`src/rtl/reset_sequencer_if.sv`:
```
// Board reset/button bundle between the clock wizard, the push-button pin and the SoC.
// master = the sequencer itself, slave = the surrounding FPGA top (or a bench).
interface reset_sequencer_if;
  logic       pll_locked;
  logic       button_i;
  logic       soc_rst_n;
  logic       button_pressed;
  logic [1:0] reset_cause;

  modport master (
    input  pll_locked,
    input  button_i,
    output soc_rst_n,
    output button_pressed,
    output reset_cause
  );

  modport slave (
    output pll_locked,
    output button_i,
    input  soc_rst_n,
    input  button_pressed,
    input  reset_cause
  );
endinterface

```
`src/rtl/reset_sequencer.sv`:
```
// Qualifies MMCM lock, stretches and releases the SoC reset synchronously, debounces
// the centre button (optional soft reset) and records why the SoC was last reset.
module reset_sequencer #(
  parameter int LOCK_STABLE_CYCLES = 256,
  parameter int STRETCH_CYCLES     = 1024,
  parameter int DEBOUNCE_CYCLES    = 1_000_000,
  parameter bit BUTTON_RESET_EN    = 1'b1
) (
  input  logic                  clk,
  input  logic                  rst_n,
  reset_sequencer_if.master     bus
);

  localparam int CNT_MAX = (LOCK_STABLE_CYCLES > STRETCH_CYCLES) ? LOCK_STABLE_CYCLES
                                                                 : STRETCH_CYCLES;
  localparam int CW = $clog2(CNT_MAX + 1);
  localparam int DW = $clog2(DEBOUNCE_CYCLES + 1);

  localparam logic [1:0] CAUSE_EXT    = 2'b00;
  localparam logic [1:0] CAUSE_LOCK   = 2'b01;
  localparam logic [1:0] CAUSE_BUTTON = 2'b10;

  typedef enum logic [1:0] {
    WAIT_LOCK = 2'd0,
    STRETCH   = 2'd1,
    RUN       = 2'd2
  } state_e;

  logic [1:0]    lock_sync_q;
  logic [1:0]    btn_sync_q;
  logic          locked_s;
  logic          button_s;

  logic          stable_q;
  logic          stable_d;
  logic          stable_prev_q;
  logic [DW-1:0] dcnt_q;
  logic [DW-1:0] dcnt_d;
  logic          pressed_q;

  state_e        state_q;
  logic [CW-1:0] cnt_q;
  logic          soc_rst_n_q;
  logic [1:0]    cause_q;

  assign locked_s = lock_sync_q[1];
  assign button_s = btn_sync_q[1];

  // Two-flop synchronizers for the asynchronous lock and button inputs
  always_ff @(posedge clk or negedge rst_n) begin
    if (!rst_n) begin
      lock_sync_q <= 2'b00;
      btn_sync_q  <= 2'b00;
    end else begin
      lock_sync_q <= {lock_sync_q[0], bus.pll_locked};
      btn_sync_q  <= {btn_sync_q[0], bus.button_i};
    end
  end

  // Debounce next state: a new level is accepted only after holding DEBOUNCE_CYCLES
  always_comb begin
    stable_d = stable_q;
    dcnt_d   = '0;
    if (button_s == stable_q) begin
      dcnt_d = '0;
    end else if (dcnt_q == DW'(DEBOUNCE_CYCLES - 1)) begin
      stable_d = button_s;
      dcnt_d   = '0;
    end else begin
      dcnt_d = dcnt_q + DW'(1);
    end
  end

  // Debounce state and the rising-edge pulse, one cycle behind the accepted level
  always_ff @(posedge clk or negedge rst_n) begin
    if (!rst_n) begin
      stable_q      <= 1'b0;
      stable_prev_q <= 1'b0;
      dcnt_q        <= '0;
      pressed_q     <= 1'b0;
    end else begin
      stable_q      <= stable_d;
      stable_prev_q <= stable_q;
      dcnt_q        <= dcnt_d;
      pressed_q     <= stable_q & ~stable_prev_q;
    end
  end

  // Sequencer FSM; lock loss overrides everything, including a same-cycle press
  always_ff @(posedge clk or negedge rst_n) begin
    if (!rst_n) begin
      state_q     <= WAIT_LOCK;
      cnt_q       <= '0;
      soc_rst_n_q <= 1'b0;
      cause_q     <= CAUSE_EXT;
    end else if (!locked_s) begin
      state_q     <= WAIT_LOCK;
      cnt_q       <= '0;
      soc_rst_n_q <= 1'b0;
      if (state_q != WAIT_LOCK) begin
        cause_q <= CAUSE_LOCK;
      end
    end else begin
      case (state_q)
        WAIT_LOCK: begin
          if (cnt_q == CW'(LOCK_STABLE_CYCLES - 1)) begin
            state_q <= STRETCH;
            cnt_q   <= '0;
          end else begin
            cnt_q <= cnt_q + CW'(1);
          end
        end
        STRETCH: begin
          if (cnt_q == CW'(STRETCH_CYCLES - 1)) begin
            state_q     <= RUN;
            cnt_q       <= '0;
            soc_rst_n_q <= 1'b1;
          end else begin
            cnt_q <= cnt_q + CW'(1);
          end
        end
        RUN: begin
          if (pressed_q && BUTTON_RESET_EN) begin
            state_q     <= STRETCH;
            cnt_q       <= '0;
            soc_rst_n_q <= 1'b0;
            cause_q     <= CAUSE_BUTTON;
          end
        end
        default: begin
          state_q     <= WAIT_LOCK;
          cnt_q       <= '0;
          soc_rst_n_q <= 1'b0;
        end
      endcase
    end
  end

  assign bus.soc_rst_n      = soc_rst_n_q;
  assign bus.button_pressed = pressed_q;
  assign bus.reset_cause    = cause_q;

endmodule

```
`src/flat_wrapper.sv`:
```
// flat-port wrapper written by rule: the top's interface ports become plain ports
module reset_sequencer_flat 
#(
  parameter int LOCK_STABLE_CYCLES = 256,
  parameter int STRETCH_CYCLES     = 1024,
  parameter int DEBOUNCE_CYCLES    = 1_000_000,
  parameter bit BUTTON_RESET_EN    = 1'b1
)
  (clk, rst_n, bus_pll_locked, bus_button_i, bus_soc_rst_n, bus_button_pressed, bus_reset_cause);
  reset_sequencer_if bus_i ();
  input  logic clk;
  input  logic rst_n;
  input wire logic [$bits(bus_i.pll_locked)-1:0] bus_pll_locked;
  input wire logic [$bits(bus_i.button_i)-1:0] bus_button_i;
  output wire logic [$bits(bus_i.soc_rst_n)-1:0] bus_soc_rst_n;
  output wire logic [$bits(bus_i.button_pressed)-1:0] bus_button_pressed;
  output wire logic [$bits(bus_i.reset_cause)-1:0] bus_reset_cause;
  assign bus_i.pll_locked = bus_pll_locked;
  assign bus_i.button_i = bus_button_i;
  assign bus_soc_rst_n = bus_i.soc_rst_n;
  assign bus_button_pressed = bus_i.button_pressed;
  assign bus_reset_cause = bus_i.reset_cause;
  reset_sequencer #(.LOCK_STABLE_CYCLES(LOCK_STABLE_CYCLES), .STRETCH_CYCLES(STRETCH_CYCLES), .DEBOUNCE_CYCLES(DEBOUNCE_CYCLES), .BUTTON_RESET_EN(BUTTON_RESET_EN)) u_core (.clk(clk), .rst_n(rst_n), .bus(bus_i));
endmodule
```
`config.mk`:
```
export PLATFORM = sky130hd
export DESIGN_NAME = reset_sequencer_flat
export DESIGN_NICKNAME = d
export VERILOG_FILES = /design/src/rtl/reset_sequencer_if.sv /design/src/rtl/reset_sequencer.sv /design/src/flat_wrapper.sv
export SDC_FILE = /design/constraint.sdc
export NUM_CORES = 1
export LEC_CHECK = 0
export ABC_AREA = 1
export ABC_CLOCK_PERIOD_IN_PS = 1930
export CAP_MARGIN = 20
export CELL_PAD_IN_SITES_DETAIL_PLACEMENT = 1
export CELL_PAD_IN_SITES_GLOBAL_PLACEMENT = 1
export CORE_MARGIN = 3
export CORE_UTILIZATION = 42
export DETAILED_ROUTE_END_ITERATION = 7
export PLACE_DENSITY_LB_ADDON = 0.1
export SETUP_SLACK_MARGIN = 0.3
export SLEW_MARGIN = 10
export SYNTH_ARGS = -nofsm -noshare
export SYNTH_HDL_FRONTEND = slang
export SYNTH_SLANG_ARGS = --single-unit
```
`constraint.sdc`:
```
create_clock -name clk -period 1.93 [get_ports clk]
set_clock_uncertainty 0.15 [all_clocks]
set_input_delay 0.386 -clock clk [delete_from_list [all_inputs] [get_ports clk]]
set_output_delay 0.386 -clock clk [all_outputs]
set_load 0.1 [all_outputs]
```
; Yosys cells after proc, flatten, opt, wreduce, memory -nomap -nowiden
; Index checks and enable logic that the tools add are counted.
[word_totals]
ff_bits = 43
in_bits = 4
out_inout_bits = 4
wordCells = 54
[op_classes]
addsub = 2
n_eq_ne = 12
mux = 20
bitwise = 3
n_reduce_logical = 7
[op_table]
columns = op, n
row1 = $mux W11, 4
row2 = $mux W20, 2
row3 = $pmux W11 S3, 1
row4 = $add A20 B1 Y20 const B, 1
row5 = $eq A20 B20 Y1 const B, 1
row6 = $mux W2, 8
row7 = $add A11 B1 Y11 const B, 1
row8 = $eq A11 B10 Y1 const B, 1
row9 = $eq A11 B8 Y1 const B, 1
row10 = $ne A3 B3 Y1 const B, 3
row11 = $reduce_and A3 Y1, 3
row12 = $ne A2 B2 Y1 const B, 3
row13 = $pmux W2 S3, 1
row14 = $reduce_bool A2 Y1, 2
row15 = $mux W1, 3
row16 = $pmux W1 S3, 1
row17 = $eq A2 B1 Y1 const B, 1
row18 = $eq A2 B2 Y1 const B, 1
row19 = $logic_not A2 Y1, 1
row20 = $not A1 Y1, 2
row21 = $reduce_and A2 Y1, 1
row22 = $and A1 B1 Y1, 1
row23 = $eq A1 B1 Y1, 1

; Logic depth before layout (Yosys ltp)
[depth]
ltp_word = 4
ltp_mapped = 10
ltp_nobuf = 10

; Worst setup path before layout
; OpenSTA, ideal clock, no wires.
[synth_path]
kind = flip-flop to flip-flop
from = reg u_core.pressed_q (netlist: u_core.bus.button_pressed)
to = reg u_core.cnt_q[6]
setup_ns = 0.124
t_arrival_ns = 1.573
t_required_ns = 1.656
slack_ns = 0.083
path_stages_with_launch = 9
path_cell_list = dfrtp_1 > inv_1 > nand2_1 > nor2_2 > inv_2 > nand2_1 > nor2_1 > nand2_1 > nor3b_2
[synth_via]
elab_chain_len = 1
[synth_lines]
columns = element, line_no
row1 = "start, declared", reset_sequencer.sv:39  ; logic pressed_q;
row2 = "start signal, assigned", reset_sequencer.sv:85  ; pressed_q <= stable_q & ~stable_prev_q;
row3 = $ne A3 B3 Y1 (no line), n/a
row4 = "end signal, assigned", reset_sequencer.sv:110  ; cnt_q <= cnt_q + CW'(1);
row5 = "end signal, assigned", reset_sequencer.sv:119  ; cnt_q <= cnt_q + CW'(1);
row6 = "end, declared", reset_sequencer.sv:42  ; logic [CW-1:0] cnt_q;
; No other way between the ends.
; A chain may end at the register's enable or synchronous reset.

; Worst setup path after layout
[layout_path]
from = reg u_core.cnt_q[1]
to = reg u_core.cnt_q[4]
[layout_via]
elab_chain_len = 4
word_cells_on_any_way = 7
classes_between = add/sub (1) / eq/ne (2) / mux (4)
[layout_lines]
columns = element, line_no
row1 = "$add A11 B1 Y11, or another cell as far along", "reset_sequencer.sv:110, reset_sequencer.sv:119"
row2 = $mux W11 (on tied branches), "reset_sequencer.sv:114, reset_sequencer.sv:106"
row3 = $pmux W11 S3 (*), reset_sequencer.sv:104  ; case (state_q)
row4 = $mux W11 (*), reset_sequencer.sv:96  ; end else if (!locked_s) begin
; Mark *: on every way between the ends. The rest lies on a longest branch, timed or not.

==> results.json <==
{
  "synth_fp_nets": 304,
  "pre_cts_ws_ns": 0.2193,
  "layout_common_cells": "71 x nand2_1, 51 x nor2_1, 42 x dfrtp_1",
  "irDropWorstVdd_mv": 0.6066,
  "rows": 26,
  "clock-sinks": 43,
  "gp_congestion": 0.8232,
  "ys_warn_count": 0,
  "arrival_ns": 1.70,
  "syn_inst": 298,
  "grt_pass1_vias": 2167,
  "overflow": 0,
  "antenna_found_initial": 0,
  "path_max_fanout": 8,
  "cts_root_buf": "clkbuf_8",
  "critPathKind": "reg2reg",
  "finalHoldViolCount": 0,
  "crit_path_start_kind": "register",
  "min_path_type": "reg2reg",
  "die_w_um": 79.96,
  "clk-insertion-delay-late_ns": 0.30,
  "nets": 331,
  "cts_max_level": 2,
  "grtUsageTotal_pct": 20.48,
  "power_leakage_nw": 1.168,
  "pwr-share-comb_pct": 27.2,
  "dp_hpwl_um": 4336,
  "drive_gt1_share_pct": 20.86,
  "p_int_w": 0.001432,
  "switching_share_pct": 35.50,
  "clock_path_buffers": 2,
  "synth_seq_cells": 43,
  "portBuffers": 7,
  "p_sw_w": 0.0007879,
  "run_status": "complete, no violations",
  "diodes": 0,
  "p_per_area_nw_per_um2": 794.1,
  "endpoint_kind": "register",
  "cp.required_ns": 1.96,
  "avgSynthCellArea_sq_um": 7.709,
  "wirelength_um": 5890,
  "grt_pass1_wl_um": 9929,
  "wire_per_inst_um": 14.87,
  "post_drt_via_cell_ratio": 5.111,
  "p_clk_share_pct": 25.7,
  "crit_path_top_delay_cell": "dfrtp_1",
  "io_pins": 8,
  "max_stage_delay_ns": 0.42,
  "clk_pin_slew_ns": 0.09,
  "worst_pin_slew_ns": 0.4909,
  "min_period_ns": 1.672,
  "final_common_cell": "nand2_1",
  "drtIter0Drc": 45,
  "design.die.area_sq_um": 6393,
  "fmax_mhz": 598.1,
  "sequentialPowerShare_pct": 47.1,
  "die_h_um": 79.96,
  "path_cells": "ha_2, nand2_4, nor2_4, nand3_1, nand2_2, nand2_1, nand2_4, o21ai_0",
  "max_slew_margin_pct": 67.02,
  "slew_viol_final": 0,
  "cts_tree": "built",
  "synth_area_sq_um": 2297,
  "fin_setup_tns_ns": 0,
  "vias": 2024,
  "rsz0062_at_grt": "yes",
  "drc": 0,
  "fp.coreArea_sq_um": 5205,
  "postRouteAntennaNets": 0,
  "setup_viol": 0,
  "yosysUniqueCellTypes": 24,
  "maxCapViolations": 0,
  "fin_ws_ns": 0.2582,
  "crit_top_cell": "nand2_4",
  "cts_buffers": 5,
  "area_delta_synth_final_pct": 21.68,
  "grt_max_degree": 27,
  "fin_crit_sh_pct": 86.62,
  "first_pass_iters": 4,
  "initial_core_util_pct": 44.13,
  "yosysSeqAreaShare_pct": 46.84
}
## power groups by stage
stage / combinational, W / clock [W] / sequential [W]
floorplan: 0.000200 / 0 / 0.00118
global placement: 0.000513 / 0 / 0.00107
detailed placement: 0.000518 / 0 / 0.00107
CTS: 0.000562 / 0.000597 / 0.00104
global route: 0.000669 / 0.000640 / 0.00106
finish: 0.000604 / 0.000571 / 0.00104
## synth_stat cells, drive strengths merged
| cell | n | area (sq um) |
|---|---|---|
| a21oi | 12 | 60.06 |
| a31oi | 1 | 6.260 |
| buf | 1 | 11.26 |
| dfrtp | 43 | 1076 |
| ha | 2 | 25.02 |
| inv | 35 | 131.4 |
| nand2 | 82 | 325.3 |
| nand3 | 20 | 105.1 |
| nand4 | 6 | 37.54 |
| nor2 | 65 | 296.5 |
| nor3 | 8 | 55.05 |
| nor3b | 3 | 27.52 |
| o21ai | 9 | 45.04 |
| o21bai | 1 | 7.510 |
| xnor2 | 1 | 8.760 |
| xor2 | 9 | 78.83 |
## stage by stage
step,instances,utilization (%),hold WS (ns),total power [W],cell area [sq um]
floorplan,298,-,-0.05959,0.001382,2298
global placement,377,48.32,0.1820,0.001578,2515
detailed placement,377,48.32,0.1886,0.001585,2515
CTS,387,50.72,0.2080,0.002199,2640
global route,396,53.70,0.2184,0.002368,2795
finish,396,53.70,0.2073,0.002220,2795
## repair_timing
action / 4_1_cts / 5_1_grt
gates cloned: 0 / 0
resized for setup: 5 / 19
endpoints found under the hold margin: 17 / 0
buffers inserted: 1 / 9
pin swaps: 0 / 12
setup endpoints to repair: 23 / 31
hold buffers: 1 / 0
## per-layer routing
| metal | track usage (%) | routed length (um) | part of all wire [%] | vias to the layer above |
|---|---|---|---|---|
| met5 | 0 | 0 | 0 | - |
| met2 | 38.08 | 3233 | 55 | 26 |
| met1 | 21.80 | 2349 | 40 | 996 |
| met3 | 4.176 | 125 | 2.1 | 18 |
| li1 | - | - | - | 984 |
| met4 | 9.628 | 182 | 3.1 | 0 |
## critical path, delay by kind of cell, from the launching register on
kind | cells | cell delay [ns]
and+or+nand+nor | 6 | 0.66
DFF | 1 | 0.42
AOI/OAI and AO/OA | 1 | 0.09
adders and majority gates | 1 | 0.24
## flip-flops by register name (all words and copies together) (netlist names)
register and flops:
u_core.dcnt_q 20, u_core.bus.reset_cause 2, u_core.stable_q 1, u_core.lock_sync_q 2
u_core.cnt_q 11, u_core.btn_sync_q 2, u_core.stable_prev_q 1, u_core.bus.soc_rst_n 1
u_core.bus.button_pressed 1, u_core.state_q 2
## cells by family (layout without fill, tap and decap cells)
logic type,Yosys count,after routing,synth area share [%]
and+or+nand+nor,184,184,36.87
DFF,43,43,46.84
buffers and inverters,36,64,6.209
AOI/OAI and AO/OA,23,23,5.175
xor gates and xnor gates,10,10,3.813
adders and majority gates,2,2,1.089
## worst paths after layout
path,from,endpoint,slack (ns),cells past startpoint
worst max register to register,u_core.cnt_q[1]$_DFFE_PN0P_,u_core.cnt_q[4]$_DFFE_PN0P_,0.26,8
min in group asynchronous,rst_n,u_core.state_q[0]$_DFFE_PN0P_,0.42,2
max in group asynchronous,rst_n,u_core.dcnt_q[0]$_DFF_PN0_,0.71,3
worst max-delay path,u_core.cnt_q[1]$_DFFE_PN0P_,u_core.cnt_q[4]$_DFFE_PN0P_,0.26,8
worst min-delay path,u_core.btn_sync_q[0]$_DFF_PN0_,u_core.btn_sync_q[1]$_DFF_PN0_,0.21,0
worst min register to register,u_core.btn_sync_q[0]$_DFF_PN0_,u_core.btn_sync_q[1]$_DFF_PN0_,0.21,0
## cell type report
type                       instances  area, sq um
fill                             643         2410
multi-input combinational        219         1190
sequential                        43         1077
timing repair buffer              21        225.2
inverter                          35        131.4
tap                               70        87.58
clock buffer                       5        68.82
clock inverter                     3        15.01
Power figures use the tool's default switching activity.
